===== src/rtl/dcache_req_buffer.sv =====
// Request FIFO between the memory unit and the dcache: buffers requests,
// caps outstanding cache requests, and supports pipeline kill and fence drain.
//
// Ports:
//   clk_i, rstn_i                 clock, async active-low reset
//   in_valid_i / in_ready_o       upstream handshake
//   in_addr_i, in_wdata_i,
//   in_op_i, in_size_i, in_tag_i  request payload
//   out_valid_o / out_ready_i     downstream (dcache) handshake
//   out_addr_o ... out_tag_o      head-entry payload
//   rsp_valid_i                   one cache response per issued request
//   kill_i                        flush all queued, not-yet-issued entries
//   drain_i / drained_o           fence request / buffer empty, nothing in flight
//   count_o, inflight_o           queued and outstanding request counts
module dcache_req_buffer #(
    parameter int DEPTH        = 4,
    parameter int MAX_INFLIGHT = 8,
    parameter int TAG_W        = 7
) (
    input  logic                            clk_i,
    input  logic                            rstn_i,
    input  logic                            in_valid_i,
    output logic                            in_ready_o,
    input  logic [63:0]                     in_addr_i,
    input  logic [63:0]                     in_wdata_i,
    input  logic [4:0]                      in_op_i,
    input  logic [3:0]                      in_size_i,
    input  logic [TAG_W-1:0]                in_tag_i,
    output logic                            out_valid_o,
    input  logic                            out_ready_i,
    output logic [63:0]                     out_addr_o,
    output logic [63:0]                     out_wdata_o,
    output logic [4:0]                      out_op_o,
    output logic [3:0]                      out_size_o,
    output logic [TAG_W-1:0]                out_tag_o,
    input  logic                            rsp_valid_i,
    input  logic                            kill_i,
    input  logic                            drain_i,
    output logic                            drained_o,
    output logic [$clog2(DEPTH):0]          count_o,
    output logic [$clog2(MAX_INFLIGHT):0]   inflight_o
);

    localparam int PW = $clog2(DEPTH);
    localparam int CW = PW + 1;
    localparam int IW = $clog2(MAX_INFLIGHT) + 1;
    localparam logic [CW-1:0] DEPTH_C = CW'(DEPTH);
    localparam logic [IW-1:0] MAX_C   = IW'(MAX_INFLIGHT);

    typedef enum logic [1:0] {
        RUN,
        DRAIN,
        FENCED
    } state_t;

    state_t          state;
    logic [CW-1:0]   count;
    logic [IW-1:0]   inflight;
    logic [PW-1:0]   rptr;
    logic [PW-1:0]   wptr;
    logic            push;
    logic            pop;
    logic            rsp_take;
    logic            drained;

    // Payload storage is deliberately not reset.
    logic [63:0]      addr_q  [DEPTH];
    logic [63:0]      wdata_q [DEPTH];
    logic [4:0]       op_q    [DEPTH];
    logic [3:0]       size_q  [DEPTH];
    logic [TAG_W-1:0] tag_q   [DEPTH];

    always_comb begin
        out_valid_o = (count != '0) & (inflight < MAX_C) & ~kill_i;
        pop         = out_valid_o & out_ready_i;
        // A full buffer still accepts when the head leaves this cycle.
        in_ready_o  = ((count < DEPTH_C) | pop) & ~kill_i & ~drain_i;
        push        = in_valid_i & in_ready_o;
        // Responses with nothing outstanding are dropped.
        rsp_take    = rsp_valid_i & (inflight != '0);
        drained     = (count == '0) & (inflight == '0);
    end

    assign drained_o   = drained;
    assign count_o     = count;
    assign inflight_o  = inflight;
    assign out_addr_o  = addr_q[rptr];
    assign out_wdata_o = wdata_q[rptr];
    assign out_op_o    = op_q[rptr];
    assign out_size_o  = size_q[rptr];
    assign out_tag_o   = tag_q[rptr];

    always_ff @(posedge clk_i) begin
        if (push) begin
            addr_q[wptr]  <= in_addr_i;
            wdata_q[wptr] <= in_wdata_i;
            op_q[wptr]    <= in_op_i;
            size_q[wptr]  <= in_size_i;
            tag_q[wptr]   <= in_tag_i;
        end
    end

    always_ff @(posedge clk_i or negedge rstn_i) begin
        if (!rstn_i) begin
            count <= '0;
            rptr  <= '0;
            wptr  <= '0;
        end else if (kill_i) begin
            count <= '0;
            rptr  <= wptr;
        end else begin
            if (push) wptr <= wptr + 1'b1;
            if (pop)  rptr <= rptr + 1'b1;
            case ({push, pop})
                2'b10:   count <= count + 1'b1;
                2'b01:   count <= count - 1'b1;
                default: count <= count;
            endcase
        end
    end

    // Kill leaves this alone: issued requests still return.
    always_ff @(posedge clk_i or negedge rstn_i) begin
        if (!rstn_i) begin
            inflight <= '0;
        end else begin
            case ({pop, rsp_take})
                2'b10:   inflight <= inflight + 1'b1;
                2'b01:   inflight <= inflight - 1'b1;
                default: inflight <= inflight;
            endcase
        end
    end

    // Fence tracking; pushes are blocked by drain_i directly, issue goes on.
    always_ff @(posedge clk_i or negedge rstn_i) begin
        if (!rstn_i) begin
            state <= RUN;
        end else if (!drain_i) begin
            state <= RUN;
        end else begin
            case (state)
                RUN:     state <= drained ? FENCED : DRAIN;
                DRAIN:   state <= drained ? FENCED : DRAIN;
                FENCED:  state <= FENCED;
                default: state <= RUN;
            endcase
        end
    end

endmodule


===== config.mk =====
export PLATFORM = sky130hd
export DESIGN_NAME = dcache_req_buffer
export DESIGN_NICKNAME = d
export VERILOG_FILES = /design/src/rtl/dcache_req_buffer.sv
export SDC_FILE = /design/constraint.sdc
export NUM_CORES = 1
export LEC_CHECK = 0
export BUFFER_PORTS_ARGS = -buffer_cell sky130_fd_sc_hd__buf_4
export CAP_MARGIN = 40
export CORE_MARGIN = 3
export CORE_UTILIZATION = 58
export CTS_BUF_LIST = sky130_fd_sc_hd__clkbuf_8
export CTS_CLUSTER_DIAMETER = 120
export DETAILED_ROUTE_END_ITERATION = 12
export GPL_ROUTABILITY_DRIVEN = 0
export PLACE_DENSITY_LB_ADDON = 0.3
export SLEW_MARGIN = 20
export SYNTH_ARGS = -nofsm -noshare
export SYNTH_HDL_FRONTEND = slang
export SYNTH_SLANG_ARGS = --single-unit

===== constraint.sdc =====
create_clock -name clk_i -period 10.97 [get_ports clk_i]
set_clock_uncertainty 0.1 [all_clocks]
set_input_delay 0.5485 -clock clk_i [delete_from_list [all_inputs] [get_ports clk_i]]
set_output_delay 0.5485 -clock clk_i [all_outputs]
set_load 0.005 [all_outputs]

* Yosys cells after proc, flatten, opt, wreduce, memory -nomap -nowiden
Memory sizes are Yosys's and may differ from the RTL's.
Index checks and enable logic that the tools add are counted.
** Storage, ports and cells
- Bits in registers :: 11
- Bits in writable memories :: 576
- Input bits :: 151
- Output and inout bits :: 154
- Word-level logic and storage cells :: 47
- Memories kept :: 5
** Memory list
- addr_q :: words 4, width 64, read ports 1, clocked after Yosys merged registers in 0, wr ports 1, RTL line 67 : logic [63:0] addr_q [DEPTH];
- wdata_q :: words 4, width 64, read ports 1, clocked after Yosys merged registers in 0, wr ports 1, RTL line 68 : logic [63:0] wdata_q [DEPTH];
- tag_q :: words 4, width 7, read ports 1, clocked after Yosys merged registers in 0, wr ports 1, RTL line 71 : logic [TAG_W-1:0] tag_q [DEPTH];
- op_q :: words 4, width 5, read ports 1, clocked after Yosys merged registers in 0, wr ports 1, RTL line 69 : logic [4:0] op_q [DEPTH];
- size_q :: words 4, width 4, read ports 1, clocked after Yosys merged registers in 0, wr ports 1, RTL line 70 : logic [3:0] size_q [DEPTH];
** Cells by class
- Add/sub/neg operators :: 6
- $lt $le $gt $ge :: 2
- Equality and inequality tests :: 4
- Multiplexer cells :: 7
- Bitwise gates (word level) :: 11
- Reductions and logical operators :: 8
** Operators by type and width (count)
- $and A1 B1 Y1 :: 8
- $pmux W4 S2 :: 1
- $pmux W3 S2 :: 1
- $reduce_bool A3 Y1 :: 2
- $add A2 B1 Y2 const B :: 2
- $add A4 B1 Y4 const B :: 1
- $eq A2 B1 Y1 const B :: 2
- $eq A2 B2 Y1 const B :: 2
- $logic_not A4 Y1 :: 1
- $lt A4 B4 Y1 const B :: 1
- $mux W2 :: 2
- $reduce_bool A2 Y1 :: 2
- $reduce_bool A4 Y1 :: 1
- $sub A4 B1 Y4 const B :: 1
- $add A3 B1 Y3 const B :: 1
- $logic_not A3 Y1 :: 1
- $lt A3 B3 Y1 const B :: 1
- $mux W3 :: 1
- $sub A3 B1 Y3 const B :: 1
- $mux W1 :: 2
- $not A1 Y1 :: 2
- $reduce_and A2 Y1 :: 1
- $or A1 B1 Y1 :: 1

* Depth between registers and ports, before layout
Gate-level depths: netlist of run 1.
- Depth in word-level cells :: 11
- Depth in mapped cells :: 9
- Mapped depth without buffers :: 8

* Least setup slack after synthesis of run 1
OpenSTA, ideal clock, no wires.
- Kind :: input-to-reg
- Start :: input port kill_i
- End :: memory addr_q[0][0], enable pin
- Data arrival time :: 4615 ps
- Data required time :: 10349 ps
- Setup slack :: 5735 ps
- Stages :: 3
- Path through :: or3b_4 > a21oi_1 > and2_1
** On the way
- Cells in the longest elaborated chain, start to end :: 9
** Ends and longest elaborated chain
- start: declaration :: RTL line 37 : input logic kill_i,
- $not A1 Y1 (no source line) *
- $and A1 B1 Y1 :: RTL line 74 : out_valid_o = (count != '0) & (inflight < MAX_C) & ~kill_i;
- $and A1 B1 Y1 :: RTL line 75 : pop = out_valid_o & out_ready_i;
- $or A1 B1 Y1 :: RTL line 77 : in_ready_o = ((count < DEPTH_C) | pop) & ~kill_i & ~drain_i;
- $and A1 B1 Y1 * (2 in series) :: RTL line 77
- $and A1 B1 Y1 * :: RTL line 78 : push = in_valid_i & in_ready_o;
- $mux W1 * :: RTL line 94 : if (push) begin
- $mux W1 (implied by the code) * :: RTL line 95 : addr_q[wptr] <= in_addr_i;
- end: declaration :: RTL line 67
Every way passes the cells marked *; elsewhere a longest branch is shown, timed or not.

* Final worst setup path of run 1
- Start :: register rptr[1]
- End :: output port out_wdata_o[40]
** On the way
- Cells in the longest elaborated chain, start to end :: 1
** Ends and longest elaborated chain
- start: declaration :: RTL line 59 : logic [PW-1:0] rptr;
- start signal: assignment :: RTL line 110 : rptr <= wptr;
- start signal: assignment :: RTL line 113 : if (pop) rptr <= rptr + 1'b1;
- $mem_v2 Z4 W64
- end: declaration :: RTL line 32 : output logic [63:0] out_wdata_o,
No other way between the ends.

==> run_results.csv, run 1 <==
group,metric,value,unit
outcome,status,"complete, no violations",
min_path,min_path_cells,1,
setup_path,crit_fanout,48,
synth,synth.avg_cell_area,25.8,um2
synth,synth_area_leaders,"edfxtp_1 (80%), mux4_2 (15%), dfrtp_1 (1.3%), buf_2 (0.51%), ha_1 (0.41%)",
pwr,p_per_area,208,mW/mm2
cts,cts_root_buffer,"clkbuf_8",
timing,finalCritPeriodShare,0.356,
setup_path,reg2reg_to,"addr_q[2][56]$_DFFE_PP_",
cts,clock_path_buffers,3,
timing,finalCriticalPeriod,3.90,ns
route,routed_via_density,5.60,
min_path,min_to,"addr_q[1][55]$_DFFE_PP_",
cts,cts_resized,0,
cts,clock_latency,0.63,ns
global_routing,grt_pass1_wl,66100,um
cts,numClockSinks,587,
route,first_pass_iters,5,
finish,nNetsFinal,1518,
setup_path,worst_ep_required_time,10.32,ns
setup_path,crit_arrival,3.26,ns
setup_path,r2r_setup_slack,7.25,ns
synth,ys_ff_latch,587,
place,numPortBuffers,304,
die,dieArea,0.0394,mm2
cts,post_cts_buffers,0,
route,drcViolationCount,0,
synth,synth_top_flop_cell,"edfxtp_1",
route,post_drt_wl_per_cell,23.0,um
setup_path,r2r_start,"inflight_o[3]$_DFFE_PN0P_",
timing,worst_pin_slew,0.771,ns
route,vias,10600,
job,drv_cap,0,
timing,final-setup-viol-count,0,
finish,final_cell_area,0.0275,mm2
min_path,hold_start,"in_addr_i[55]",
place,dpl-instance-area,0.0245,mm2
synth,synth_top_area_frac,0.804,
synth,syn_inst,835,
route,antenna_left,0,
global_routing,grt_max_degree,56,
timing,fin_ws,7.07,ns
route,routed_wl,43400,um
finish,fill_cells,1945,
synth,synth_top_area_cell,"edfxtp_1",
timing,clock.fmax,256,MHz
timing,drv_slew,0,
timing,grt_setup_unrepaired,"false",
global_routing,antenna_found_initial,6,
pwr,power.leakage,9.51,nW
global_routing,grt_pass1_vias,11500,
setup_path,ff2ff_path_depth,6,
synth,ys_warn_count,0,
die,initial_utilization,0.596,
global_routing,gr-total-overflow,0,
cts,cts_htree_levels,3,
global_routing,grt_use_total,0.223,
cts,path_clk_slew,0.06,ns
synth,synth_area,0.0215,mm2
die,ios,305,
pwr,vdd_drop_max,0.179,mV
place,dp_worst_setup_slack,6.63,ns
timing,setup_tns,0,ns
place,dp.final_hpwl,25300,um
setup_path,setup.worst_path.end_class,"primary output",
setup_path,criticalPathCategory,"reg2out",
cts,cts_tree,"done",
finish,drive_gt1_frac,0.412,
setup_path,startpoint_type,"flop",
min_path,hp-class,"in2reg",
cts,numCtsBuffers,89,
synth,ys_seq_area_frac,0.817,
timing,finalHoldViolations,0,
die,fp.coreArea,0.0361,mm2
die,floorplan.rows,69,
synth,synth_nets,995,
synth,async_reset_ff_frac,0.0187,
route,drt_iter0_drc,675,
die,fp.dieW,199,um
synth,synth-edff-count,576,
timing,relSlewSlack,0.486,
die,die_y,199,um
finish,area_growth,27.7,%
synth,ys_types,38,
worst max path at each step:
stage	slack, ns	end	start
global route	6.88	out_addr_o[35]	rptr[0]$_DFFE_PN0P_
global placement	6.65	wdata_q[3][0]$_DFFE_PP_	kill_i
CTS	6.90	out_wdata_o[38]	rptr[0]$_DFFE_PN0P_
floorplan	5.73	addr_q[0][0]$_DFFE_PP_	kill_i
finish	7.07	out_wdata_o[40]	rptr[1]$_DFFE_PN0P_
detailed placement	6.63	wdata_q[3][1]$_DFFE_PP_	kill_i
timing repair:
action                                  CTS  global route
endpoints found under the hold margin   569             0
hold buffers                            142             0
endpoints found under the setup margin    0             0
metal layers:
layer | GRT usage | vias up | part of all wire
met5 | 0 | - | 0.00048
met3 | 0.0733 | 59 | 0.090
met2 | 0.350 | 393 | 0.49
met4 | 0.0713 | 4 | 0.017
met1 | 0.304 | 5462 | 0.40
li1 | - | 4656 | -
critical path, stage by stage (launching register included):
cell,delay (ns)
dfrtp_4,0.65
buf_4,0.37
buf_16,0.28
buf_4,0.36
buf_16,0.30
mux4_2,0.40
buf_4,0.16
synthesized netlist by cell type (2+ instances only):
master      n
edfxtp_1  576
mux4_2    144
buf_2      22
dfrtp_1    11
clkbuf_1    9
inv_1       8
ha_1        7
o21ai_0     7
nand2_1     6
and2_1      5
nor3_1      3
nor3b_1     3
xor2_1      3
a21oi_1     2
buf_6       2
fa_1        2
nand2b_1    2
nor2_1      2
xnor2_1     2
cell usage in the layout (no fill, tap or decap), drive strengths merged, types with 6 or more instances in the layout:
master / Yosys / final
edfxtp: 576 / 576
buf: 26 / 325
mux4: 144 / 144
dlygate4sd3: 0 / 142
clkbuf: 9 / 90
clkinv: 0 / 36
inv: 8 / 34
dfrtp: 11 / 11
o21ai: 7 / 7
ha: 7 / 7
nand2: 6 / 6
registers in the layout (all words and copies together), names as in the netlist:
name        cells
tag_q          28
op_q           20
size_q         16
addr_q        256
count_o         3
inflight_o      4
wptr            2
wdata_q       256
rptr            2
cell families after synthesis:
kind of cell / after synthesis / synth area share
compound gates: 16 / 0.00535
xor+xnor: 5 / 0.00204
fa+ha+maj: 9 / 0.00593
buf+inv: 43 / 0.00965
flops: 587 / 0.817
mux: 145 / 0.151
simple gates: 30 / 0.00919
final cells by class:
cell class	count	area (um2)	area share
sequential	587	17600	0.640
multi-input combinational	205	3750	0.136
inverter	8	30.0	0.00109
tap	461	577	0.0210
clock buffer	90	1240	0.0451
antenna	4	10.0	0.000364
timing repair buffer	467	4000	0.146
clock inverter	67	290	0.0106
metrics by stage:
step | total power, mW | util | cells | hold WS, ns
after floorplan | 3.48 | - | 835 | 0.153
after global placement | 4.13 | 0.674 | 1578 | 0.294
after detailed placement | 4.18 | 0.678 | 1584 | 0.293
after CTS | 5.78 | 0.760 | 1883 | 0.00153
after global routing | 6.00 | 0.761 | 1889 | 0.00832
final | 5.73 | 0.761 | 1889 | 0.0575
power breakdown:
group          internal, mW  total [mW]  switching (mW)
registers              2.60        2.67          0.0715
logic                 0.848        1.50           0.651
clock network         0.764        1.55           0.790
Note: power is estimated with default switching activity, not from simulation.
==> run 2, diff against run 1 <==
Settings changed: CORE_UTILIZATION 58 to 53.
Clock period 10.97 ns to 3.3 ns, I/O delays scaled along.
==> run 2 against run 1 <==
Net effect: critical path depth grew 1; first-iteration DRC count grew 19%; utilization shrank 6.1 points; sequential cell count is the same; die area grew 9.1%; register-to-register slack lost 6.6 ns; hold slack gained 0.036 ns; routed wire length grew 3.3%; worst setup slack lost 6.5 ns; global-route usage shrank 1.2 points; sequential power grew to 3.3 times the previous value; largest power group unchanged.
==> run_results.csv, run 2 (synthesis results as in run 1) <==
group,metric,value,unit
outcome,status,"complete, no violations",
min_path,hp-class,"in2reg",
global_routing,grt_pass1_wl,69600,um
finish,n_antenna_cell,0,
setup_path,r2r_start,"inflight_o[3]$_DFFE_PN0P_",
timing,worst_pin_slew,0.593,ns
timing,finalCritPeriodShare,0.818,
cts,cts_hold_buf,151,
route,drt_iter0_drc,805,
timing,grt_setup_unrepaired,"false",
place,numPortBuffers,304,
cts,clock_path_buffers,3,
setup_path,criticalPathCategory,"reg2reg",
finish,drive_gt1_frac,0.413,
route,drcViolationCount,0,
timing,finalHoldViolations,0,
cts,cts_tree,"done",
cts,numCtsBuffers,91,
setup_path,setup.worst_path.end_class,"flop",
pwr,p_per_area,693,mW/mm2
pwr,power.leakage,9.75,nW
global_routing,antenna_found_initial,1,
route,first_pass_iters,6,
cts,clock_latency,0.62,ns
place,dp_worst_setup_slack,0.621,ns
die,dieArea,0.0431,mm2
timing,clock.fmax,370,MHz
finish,nNetsFinal,1540,
route,routed_via_density,5.39,
setup_path,ff2ff_path_depth,7,
timing,final-setup-viol-count,0,
cts,cts_htree_levels,3,
min_path,hold_start,"in_valid_i",
cts,numClockSinks,587,
timing,setup_tns,0,ns
global_routing,grt_pass1_vias,11800,
finish,top_regs,"addr_q x256, wdata_q x256, tag_q x28",
pwr,vdd_drop_max,0.539,mV
setup_path,crit_arrival,3.11,ns
setup_path,worst_ep_required_time,3.71,ns
die,fp.coreArea,0.0399,mm2
setup_path,startpoint_type,"flop",
finish,area_growth,29.9,%
route,post_drt_wl_per_cell,22.7,um
setup_path,worstSetupStartpoint,"inflight_o[3]$_DFFE_PN0P_",
finish,final_common_cell,"edfxtp_1",
place,dp_cells,1661,
route,vias,10700,
die,floorplan.rows,73,
global_routing,gr-total-overflow,0,
place,dp.final_hpwl,27300,um
setup_path,crit_fanout,8,
finish,finalNonFillerCells,1978,
finish,final_core_util,0.701,
global_routing,grt_use_total,0.211,
cts,post_cts_buffers,0,
route,routed_wl,44900,um
timing,finalCriticalPeriod,2.70,ns
route,antenna_left,0,
cts,cts_root_buffer,"clkbuf_8",
die,initial_utilization,0.539,
die,die_y,207,um
die,fp.dieW,207,um
job,drv_cap,0,
pwr,power,19.4,mW
die,ios,305,
timing,relSlewSlack,0.605,
cts,cts_resized,0,
min_path,min_path_cells,4,
timing,drv_slew,0,
global_routing,grt_max_degree,75,
timing,fin_ws,0.600,ns
cts,path_clk_slew,0.05,ns
finish,final_cell_mix,"edfxtp_1 (576), buf_4 (316), dlygate4sd3_1 (151)",
-- run 2: metrics by stage --
stage	instance area, um2	hold slack (ns)
floorplan	21500	-0.231
global placement	24800	-0.0881
detailed placement	24800	-0.0838
CTS	28000	0.0118
global route	28000	0.0670
finish	28000	0.0933
-- run 2: area by class of cell --
cell class | instances | area (um2)
well taps | 525 | 657
fillers | 2345 | 12000
clock buffers | 97 | 1340
repair buffers | 487 | 4280
inverters | 8 | 30.0
clock inverters | 69 | 328
multi-input cells | 205 | 3750
flip-flops and latches | 587 | 17600
-- run 2: layer usage --
metal | part of all wire | wire length (um) | track usage | vias to the layer above
met5 | 0.00029 | 13 | 0 | -
met4 | 0.022 | 979 | 0.0726 | 2
met3 | 0.078 | 3520 | 0.0644 | 71
met2 | 0.50 | 22600 | 0.335 | 371
met1 | 0.40 | 17800 | 0.285 | 5515
li1 | - | - | - | 4711
-- run 2: critical path: stages, from the launching register on --
cell and delay, ns:
dfrtp_1 0.47, or4_1 0.55, and2_1 0.19, ha_1 0.27, ha_1 0.30, a21oi_1 0.24, o21ai_0 0.16, o311ai_0 0.31
-- run 2: path summary, 6_finish.rpt --
| path | to | slack (ns) |
|---|---|---|
| min in group asynchronous | count_o[2]$_DFFE_PN0P_ | 0.55 |
| max | inflight_o[3]$_DFFE_PN0P_ | 0.60 |
| max reg2reg | inflight_o[3]$_DFFE_PN0P_ | 0.60 |
| min | wptr[0]$_DFFE_PN0P_ | 0.09 |
| max in group asynchronous | rptr[0]$_DFFE_PN0P_ | 2.11 |
| min reg2reg | rptr[1]$_DFFE_PN0P_ | 0.47 |
-- run 2: power by group --
| part | internal [mW] | switching (mW) |
|---|---|---|
| sequential | 8.65 | 0.262 |
| combinational | 2.84 | 2.16 |
| clock | 2.86 | 2.63 |
